==> src/rtl/serial_pkg.sv <==
// serial_pkg: framing constants, FSM states and baud divisor shared by the serial TX/RX pair
package serial_pkg;
  localparam int DATA_BITS = 8;
  localparam int STOP_BITS = 1;
  typedef enum logic [1:0] {IDLE, START, DATA, STOP} state_t;
  function automatic int divisor(input int osc_hz, input int baud);
    return osc_hz / baud;
  endfunction
endpackage

==> src/rtl/serial_fifo.sv <==
// serial_fifo: power-of-two circular buffer; a push while full is refused even alongside a pop
module serial_fifo #(
  parameter int DEPTH = 4,
  parameter int WIDTH = 8
) (
  input  logic                   osc,
  input  logic                   rst,
  input  logic                   push,
  input  logic                   pop,
  input  logic [WIDTH-1:0]       din,
  output logic [WIDTH-1:0]       dout,
  output logic                   full,
  output logic                   empty,
  output logic [$clog2(DEPTH):0] level
);
  localparam int AW = $clog2(DEPTH);
  logic [WIDTH-1:0] r_mem [DEPTH];
  logic [AW-1:0] r_wp, r_rp;
  logic [AW:0] r_cnt;
  logic w_push, w_pop;
  if (DEPTH < 2 || (DEPTH & (DEPTH - 1)) != 0) begin : g_bad_depth
    $error("serial_fifo: DEPTH must be a power of 2 and at least 2");
  end
  assign full = r_cnt == (AW+1)'(DEPTH);
  assign empty = r_cnt == '0;
  assign w_push = push && !full;
  assign w_pop = pop && !empty;
  assign dout = r_mem[r_rp];
  assign level = r_cnt;
  always_ff @(posedge osc)
    if (w_push) r_mem[r_wp] <= din;
  always_ff @(posedge osc)
    if (rst) begin
      r_wp <= '0;
      r_rp <= '0;
      r_cnt <= '0;
    end else begin
      r_wp <= r_wp + AW'(w_push);
      r_rp <= r_rp + AW'(w_pop);
      r_cnt <= r_cnt + (AW+1)'(w_push) - (AW+1)'(w_pop);
    end
endmodule

==> src/rtl/serial_tx.sv <==
// serial_tx: 8N1 UART transmitter fed by a small FIFO, LSB first, with gapless back-to-back frames
module serial_tx
  import serial_pkg::*;
#(
  parameter int OSCRATE  = 12_000_000,
  parameter int BAUDRATE = 9600,
  parameter int DEPTH    = 4
) (
  input  logic                   osc,
  input  logic                   rst,
  input  logic [7:0]             tx_data,
  input  logic                   tx_valid,
  output logic                   tx_ready,
  output logic                   tx,
  output logic                   busy,
  output logic [$clog2(DEPTH):0] level
);
  localparam int DIVISOR = divisor(OSCRATE, BAUDRATE);
  localparam int CW = $clog2(DIVISOR);
  if (DIVISOR < 2) begin : g_bad_div
    $error("serial_tx: OSCRATE/BAUDRATE must be at least 2");
  end
  state_t r_state;
  logic [CW-1:0] r_cnt;
  logic [2:0] r_idx;
  logic [7:0] r_shift;
  logic r_tx;
  logic w_full, w_empty, w_bit_end, w_pop;
  logic [7:0] w_head;
  assign w_bit_end = r_cnt == CW'(DIVISOR - 1);
  // Popping at the last stop-bit cycle chains the next start bit with no idle gap
  assign w_pop = !w_empty && (r_state == IDLE ||
                 (r_state == STOP && w_bit_end && r_idx == 3'(STOP_BITS - 1)));
  assign tx_ready = !w_full && !rst;
  assign tx = r_tx;
  assign busy = r_state != IDLE;
  serial_fifo #(.DEPTH(DEPTH), .WIDTH(DATA_BITS)) u_fifo (
    .osc(osc),
    .rst(rst),
    .push(tx_valid && tx_ready),
    .pop(w_pop),
    .din(tx_data),
    .dout(w_head),
    .full(w_full),
    .empty(w_empty),
    .level(level)
  );
  always_ff @(posedge osc)
    if (rst) begin
      r_state <= IDLE;
      r_cnt <= '0;
      r_idx <= '0;
      r_shift <= '0;
      r_tx <= 1'b1;
    end else begin
      r_cnt <= (r_state == IDLE || w_bit_end) ? '0 : r_cnt + 1'b1;
      if (w_pop) begin
        r_state <= START;
        r_shift <= w_head;
        r_idx <= '0;
        r_tx <= 1'b0;
      end else if (w_bit_end) begin
        case (r_state)
          START: begin
            r_state <= DATA;
            r_tx <= r_shift[0];
          end
          DATA: begin
            r_state <= (r_idx == 3'(DATA_BITS - 1)) ? STOP : DATA;
            r_idx <= (r_idx == 3'(DATA_BITS - 1)) ? '0 : r_idx + 1'b1;
            r_tx <= (r_idx == 3'(DATA_BITS - 1)) ? 1'b1 : r_shift[1];
            r_shift <= r_shift >> 1;
          end
          STOP: begin
            r_state <= (r_idx == 3'(STOP_BITS - 1)) ? IDLE : STOP;
            r_idx <= r_idx + 1'b1;
          end
          default: r_state <= IDLE;
        endcase
      end
    end
endmodule

==> config.mk <==
export PLATFORM = sky130hd
export DESIGN_NAME = serial_tx
export DESIGN_NICKNAME = d
export VERILOG_FILES = /design/src/rtl/serial_pkg.sv /design/src/rtl/serial_fifo.sv /design/src/rtl/serial_tx.sv
export SDC_FILE = /design/constraint.sdc
export NUM_CORES = 1
export LEC_CHECK = 0
export ABC_AREA = 1
export CORE_AREA = 2 2 79 81
export DETAILED_ROUTE_END_ITERATION = 12
export DIE_AREA = 0 0 81 83
export PLACE_DENSITY = 0.7
export SYNTH_ARGS = -nofsm -noshare
export SYNTH_HDL_FRONTEND = slang
export SYNTH_SLANG_ARGS = --single-unit
==> constraint.sdc <==
create_clock -name osc -period 2.2 [get_ports osc]
set_input_delay 0.33 -clock osc [delete_from_list [all_inputs] [get_ports osc]]
set_output_delay 0.33 -clock osc [all_outputs]
set_load 0.05 [all_outputs]
# Yosys cells after proc, flatten, opt, wreduce, memory -nomap -nowiden
# Memories as Yosys holds them, arrays and structs flattened. A register that Yosys moved wholly into a read port is not among the register bits.
# Index checks and enable logic that the tools add are counted.
# op_classes
n_addsub	6
n_reduce_logical	25
n_mux	17
n_eq_ne	6
# ops
op	count
8-bit two-way mux	3
11-bit by 1-bit adder with 11-bit output (second input constant)	1
11-bit == test (second input constant)	1
1-bit two-way mux	8
2-bit nonzero test	4
1-bit logical AND	7
3-bit == test (second input constant)	2
3-bit logical NOT	2
2-bit case mux with 3 select lines	1
3-bit case mux with 2 select lines	1
2-bit AND reduction	3
2-bit by 1-bit adder with 2-bit output	2
2-bit == test (second input constant)	2
2-bit two-way mux	2
2-bit OR reduction	2
3-bit by 1-bit adder with 3-bit output	1
3-bit by 1-bit adder with 3-bit output (second input constant)	1
1-bit logical NOT	3
3-bit two-way mux	1
3-bit nonzero test	1
3-bit by 1-bit subtractor with 3-bit output	1
2-bit by 1-bit == test with 1-bit output (second input constant)	1
2-bit logical NOT	1
1-bit logical OR	2
1-bit case mux with 2 select lines	1
# word_totals
wordCells	64
n_memories	1
ff_bits	32
mem_bits_rw	32
# memory_table
name	depth	word_bits	read_ports	rd_ports_with_merged_regs	write_ports	line_no	text
u_fifo.r_mem	4	8	1	1	1	serial_fifo.sv:17	logic [WIDTH-1:0] r_mem [DEPTH];

# Logic depth before layout (Yosys ltp)
# Gate-level depths: netlist (run 1).
# logic_depth
depth_word	8
depth_mapped	16

# Hierarchy
# From an unflattened synthesis (run 1), not the netlist that was laid out.
# unflattened
hier_cells	323
area_unflattened_um2	3081.7
# modules_own_cells
mod	cells_per_inst	area_each_um2	seq_area_each_um2	n_inst
serial_fifo	128	1674.1	1101.1	1
serial_tx	195	1407.6	500.5	1

# Worst setup path after synthesis (run 1)
# No wires, ideal clock.
# synth_path
path_kind	flip-flop to flip-flop
startpoint	register u_fifo.r_cnt[1] (netlist: u_fifo.level[1])
endpoint	memory u_fifo.r_mem[0][0] (enable)
t_arrival_ns	2.732
path_buffers	0
path_stages_with_launch	5
setup_ns	0.383
slack_ns	-0.915
synth_period_minus_slack_ns	3.115
path_cell_list	dfxtp_1 inv_1 a31oi_1 nand2_1 nor3_1
# synth_via
elab_chain_len	7
# synth_rtl
element	line_no	text
start, declared	serial_fifo.sv:19	logic [AW:0] r_cnt;
start signal, assigned	serial_fifo.sv:40	r_cnt <= r_cnt + (AW+1)'(w_push) - (AW+1)'(w_pop);
3-bit == test	serial_fifo.sv:24	assign full = r_cnt == (AW+1)'(DEPTH);
1-bit logical NOT	serial_tx.sv:34	assign tx_ready = !w_full && !rst;
1-bit logical AND	serial_tx.sv:34	
named net tx_ready	serial_tx.sv:13	output logic tx_ready,
1-bit logical AND	serial_tx.sv:40	.push(tx_valid && tx_ready),
1-bit logical AND	serial_fifo.sv:26	assign w_push = push && !full;
1-bit two-way mux	serial_fifo.sv:31	if (w_push) r_mem[r_wp] <= din;
1-bit two-way mux (not written as such)	serial_fifo.sv:31	
end, declared	serial_fifo.sv:17	
# The timed path passes the listed nets, and every way through them passes these cells.

# Final worst setup path (run 1)
# layout_path
startpoint	register r_cnt[1]
endpoint	register u_fifo.r_cnt[2] (netlist: u_fifo.level[2])
# layout_via
elab_chain_len	7
# layout_rtl
element	line_no	text
start, declared	serial_tx.sv:24	logic [CW-1:0] r_cnt;
start signal, assigned	serial_tx.sv:56	r_cnt <= (r_state == IDLE || w_bit_end) ? '0 : r_cnt + 1'b1;
11-bit == test	serial_tx.sv:30	assign w_bit_end = r_cnt == CW'(DIVISOR - 1);
1-bit logical AND (2 in series)	serial_tx.sv:33	(r_state == STOP && w_bit_end && r_idx == 3'(STOP_BITS - 1)));
1-bit logical OR	serial_tx.sv:32	assign w_pop = !w_empty && (r_state == IDLE ||
1-bit logical AND	serial_tx.sv:32	
1-bit logical AND	serial_fifo.sv:27	assign w_pop = pop && !empty;
3-bit by 1-bit subtractor with 3-bit output	serial_fifo.sv:40	
# Every way passes these cells.
# A chain may end at the register's enable or synchronous reset.

==> impl_metrics.ini, run 1 <==
[worst_setup_path]
required_ps = 2460
arrival_ps = 2500
worstRegToRegCells = 16
cp.depth = 16
r2r-start = r_cnt[1]
critPathKind = reg -> reg
cpPeakStageDelay_ps = 350
crit_buf_inv = 4
r2r_slack_ps = -30
cp-start-kind = flip-flop
r2r_end = u_fifo.level[2]
crit_chain = inv_2, ha_4, inv_2, nor2_1, nand2_1, nor2_2, nand3_2, nand2_4, nand2_8, inv_6, ha_4, inv_2, ha_4, fa_2, or2_4, a21oi_2
crit_slowest_cell = fa_2
crit_end = u_fifo.level[2]
cp_max_fo = 2
endpoint_kind = flip-flop
startpoint = r_cnt[1]
crit_family = simple AND/OR/NAND/NOR gates

[global_routing]
grt_first_pass_wirelength_um = 9500
grt_usage_pct = 18.5
grt-ovfl-total = 0
antenna_found_initial = 0
first_global_vias = 2119
grt_max_degree = 19

[synthesis]
syn-num-nets = 347
synth_compound_area_share_pct = 6.79
synth_mux_area_share_pct = 0
synth_edf_count = 32
syn_inst = 323
yosysMostFrequentCell = nand2_1
synth-adder-area-share_pct = 5.66
synthSimpleGateAreaFrac_pct = 26.0
synth_cell_types = 37
synth_xor_area_share_pct = 1.17
synth_top_area_cell = edfxtp_1
syn-cell-area_mm2 = 0.00301
synth-seq-cells = 64
yosysWarnings = 0
synthArstFlopShare_pct = 0
synthTopCellsByCount = 70 x nand2_1, 38 x nand3_1, 33 x inv_1
avgSynthCellArea_um2 = 9.30
synth.top_cell.area_share_pct = 32.0
synth_top_family_by_area = simple AND/OR/NAND/NOR gates
ys_seq_area_share_pct = 53.3
synth_top_flop_cell = edfxtp_1
synth.area.top_cells = edfxtp_1 32%, dfxtp_1 21%, nand2_1 8.7%

[sta]
finalSetupViolations = 1
finalClockSkew_ps = 7.88
setup-tns-final_ps = -33.5
rsz0062_at_grt = true
finalHoldViolations = 0
finalMaxSlewViolations = 0
finalWorstSetupSlack_ps = -33.5
worstMarginPinSlew_ps = 505
maxSlewHeadroom_pct = 66.2
fmax_ghz = 0.448
fin_crit_ps = 2230
whs_ps = 485
period_share_pct = 102

[pwr]
ir_worst_vdd_mv = 0.810
power.density_mw_per_mm2 = 1120
finalPower_mw = 4.14
leakage_nw = 1.43

[clock_network]
htreeDepth = 3
cts.clk_slew.worst_paths_ps = 70
insertion_delay_ps = 340
cts_inserted_buffers = 9
clk_root_buffer_cell = clkbuf_8
tritoncts = done
cts_sinks = 64
hold_buffers = 0
clockBufferDepth = 2

[floorplanning]
fp-row-count = 28
die_area_mm2 = 0.00672
die_h_um = 83
initial_core_util_pct = 51.7
io_pins = 17
fp.dieW_um = 81
core_area_mm2 = 0.00582

[detailed_routing]
drc = 0
drt_pass1_iterations = 4
first_iter_violations = 90
viasPerCell = 5.03
routedWlPerCell_um = 12.8
vias = 2212
final_antenna_net_count = 0
wl_um = 5640

[cells_and_area]
area_growth_pct = 22.8
antenna-diode-count = 0
drive_gt1_share_pct = 24.9
layout.nets = 384

[run_status]
violations = negative setup slack
status = finished, violations left

[place]
pre_cts_slack_ps = -1.14
portBuffers = 16
routabilityCongestion = 0.758
dp_hpwl_um = 3740

[flow_run]
drv_cap = 0

[worst_hold_path]
min-delay-path-class = reg -> reg
[routing by layer]
layer	global-route usage, %	vias up	wire (um)
met2	31.0	24	2810
met4	6.16	0	68
met5	0	-	0
met1	22.3	1029	2630
li1	-	1151	-
met3	5.87	8	134
[per-stage QoR]
stage | area (um^2) | utilization, % | std cells
3_3_place_gp | 3430 | 58.9 | 421
3_5_place_dp | 3430 | 58.9 | 421
6_report | 3690 | 63.4 | 440
5_1_grt | 3690 | 63.4 | 440
2_1_floorplan | 3110 | - | 323
4_1_cts | 3650 | 62.8 | 437
[worst reg2reg max path, stage by stage (launching register included)]
cell and delay (ps):
dfxtp_2 320, inv_2 50, ha_4 120, inv_2 30, nor2_1 90, nand2_1 70
nor2_2 120, nand3_2 100, nand2_4 110, nand2_8 60, inv_6 50, ha_4 120
inv_2 30, ha_4 140, fa_2 350, or2_4 260, a21oi_2 130
[worst min path at each step]
stage                     from    endpoint  slack (ps)  cells past startpoint
CTS                 r_shift[6]  r_shift[6]         490                      2
detailed placement  r_shift[6]  r_shift[6]         480                      2
global route          r_idx[2]    r_idx[2]         510                      2
floorplan             r_cnt[0]    r_cnt[0]         420                      1
finish                r_idx[1]    r_idx[1]         480                      2
global placement      r_idx[1]    r_idx[1]         470                      2
[where the power goes]
group / internal [mW] / total, mW / leakage, nW / switching [mW]
clock: 0.639 / 1.10 / 0.111 / 0.465
sequential: 1.42 / 1.52 / 0.555 / 0.105
combinational: 0.621 / 1.51 / 0.761 / 0.891
[placed cells by master (no fill, tap or decap), types with 3 or more instances in the layout]
cell type	count
inv_2	8
dfxtp_1	23
clkbuf_8	9
nand2_1	69
nand3_1	38
nor3_2	5
nand3b_1	4
a21oi_2	7
xnor2_1	3
ha_4	4
dfxtp_2	9
nor2_2	5
nand2_2	5
ha_1	8
buf_4	21
clkdlybuf4s50_1	14
inv_1	25
nor3_1	3
a21oi_1	12
edfxtp_1	32
o21ai_0	9
nand4_1	3
nor2_1	19
[area by class of cell]
cell class	instances	area [um^2]
fillers	497	2130
flip-flops and latches	64	1610
multi-input cells	213	1300
repair buffers	37	327
inverters	35	140
clock buffers	9	124
clock inverters	7	95.1
well taps	75	93.8
[registers in the layout, indices dropped and copies added, names as in the netlist]
signal / count
u_fifo.r_mem: 32
r_idx: 3
u_fifo.r_rp: 2
tx: 1
u_fifo.level: 3
r_state: 2
u_fifo.r_wp: 2
r_shift: 8
r_cnt: 11
[logic make-up after synthesis]
| family | count (synthesis) |
|---|---|
| simple gates | 162 |
| flops | 64 |
| buf+inv | 46 |
| compound gates | 34 |
| fa+ha+maj | 13 |
| xor+xnor | 4 |
[repair_timing]
| item | in CTS | in global routing |
|---|---|---|
| endpoints found under the setup margin | 2 | 2 |
| setup buffers | 0 | 3 |
| resized for setup | 3 | 8 |
| pin swaps | 3 | 8 |
(Power assumes the default switching activity.)
==> inputs of run 2 (changes only) <==
--- a/config.mk
+++ b/config.mk
@@ -10,6 +10,7 @@
 export DETAILED_ROUTE_END_ITERATION = 12
 export DIE_AREA = 0 0 81 83
 export PLACE_DENSITY = 0.7
+export SLEW_MARGIN = 10
 export SYNTH_ARGS = -nofsm -noshare
 export SYNTH_HDL_FRONTEND = slang
 export SYNTH_SLANG_ARGS = --single-unit
==> results of run 2 <==
No change in the layout: final DEF, timing and power equal those of run 1.
==> inputs of run 3 (changes only) <==
--- a/config.mk
+++ b/config.mk
@@ -6,6 +6,7 @@
 export NUM_CORES = 1
 export LEC_CHECK = 0
 export ABC_AREA = 1
+export ABC_CLOCK_PERIOD_IN_PS = 2200
 export CORE_AREA = 2 2 79 81
 export DETAILED_ROUTE_END_ITERATION = 12
 export DIE_AREA = 0 0 81 83
==> results of run 3 <==
No change in the layout: final DEF, timing and power equal those of run 1.
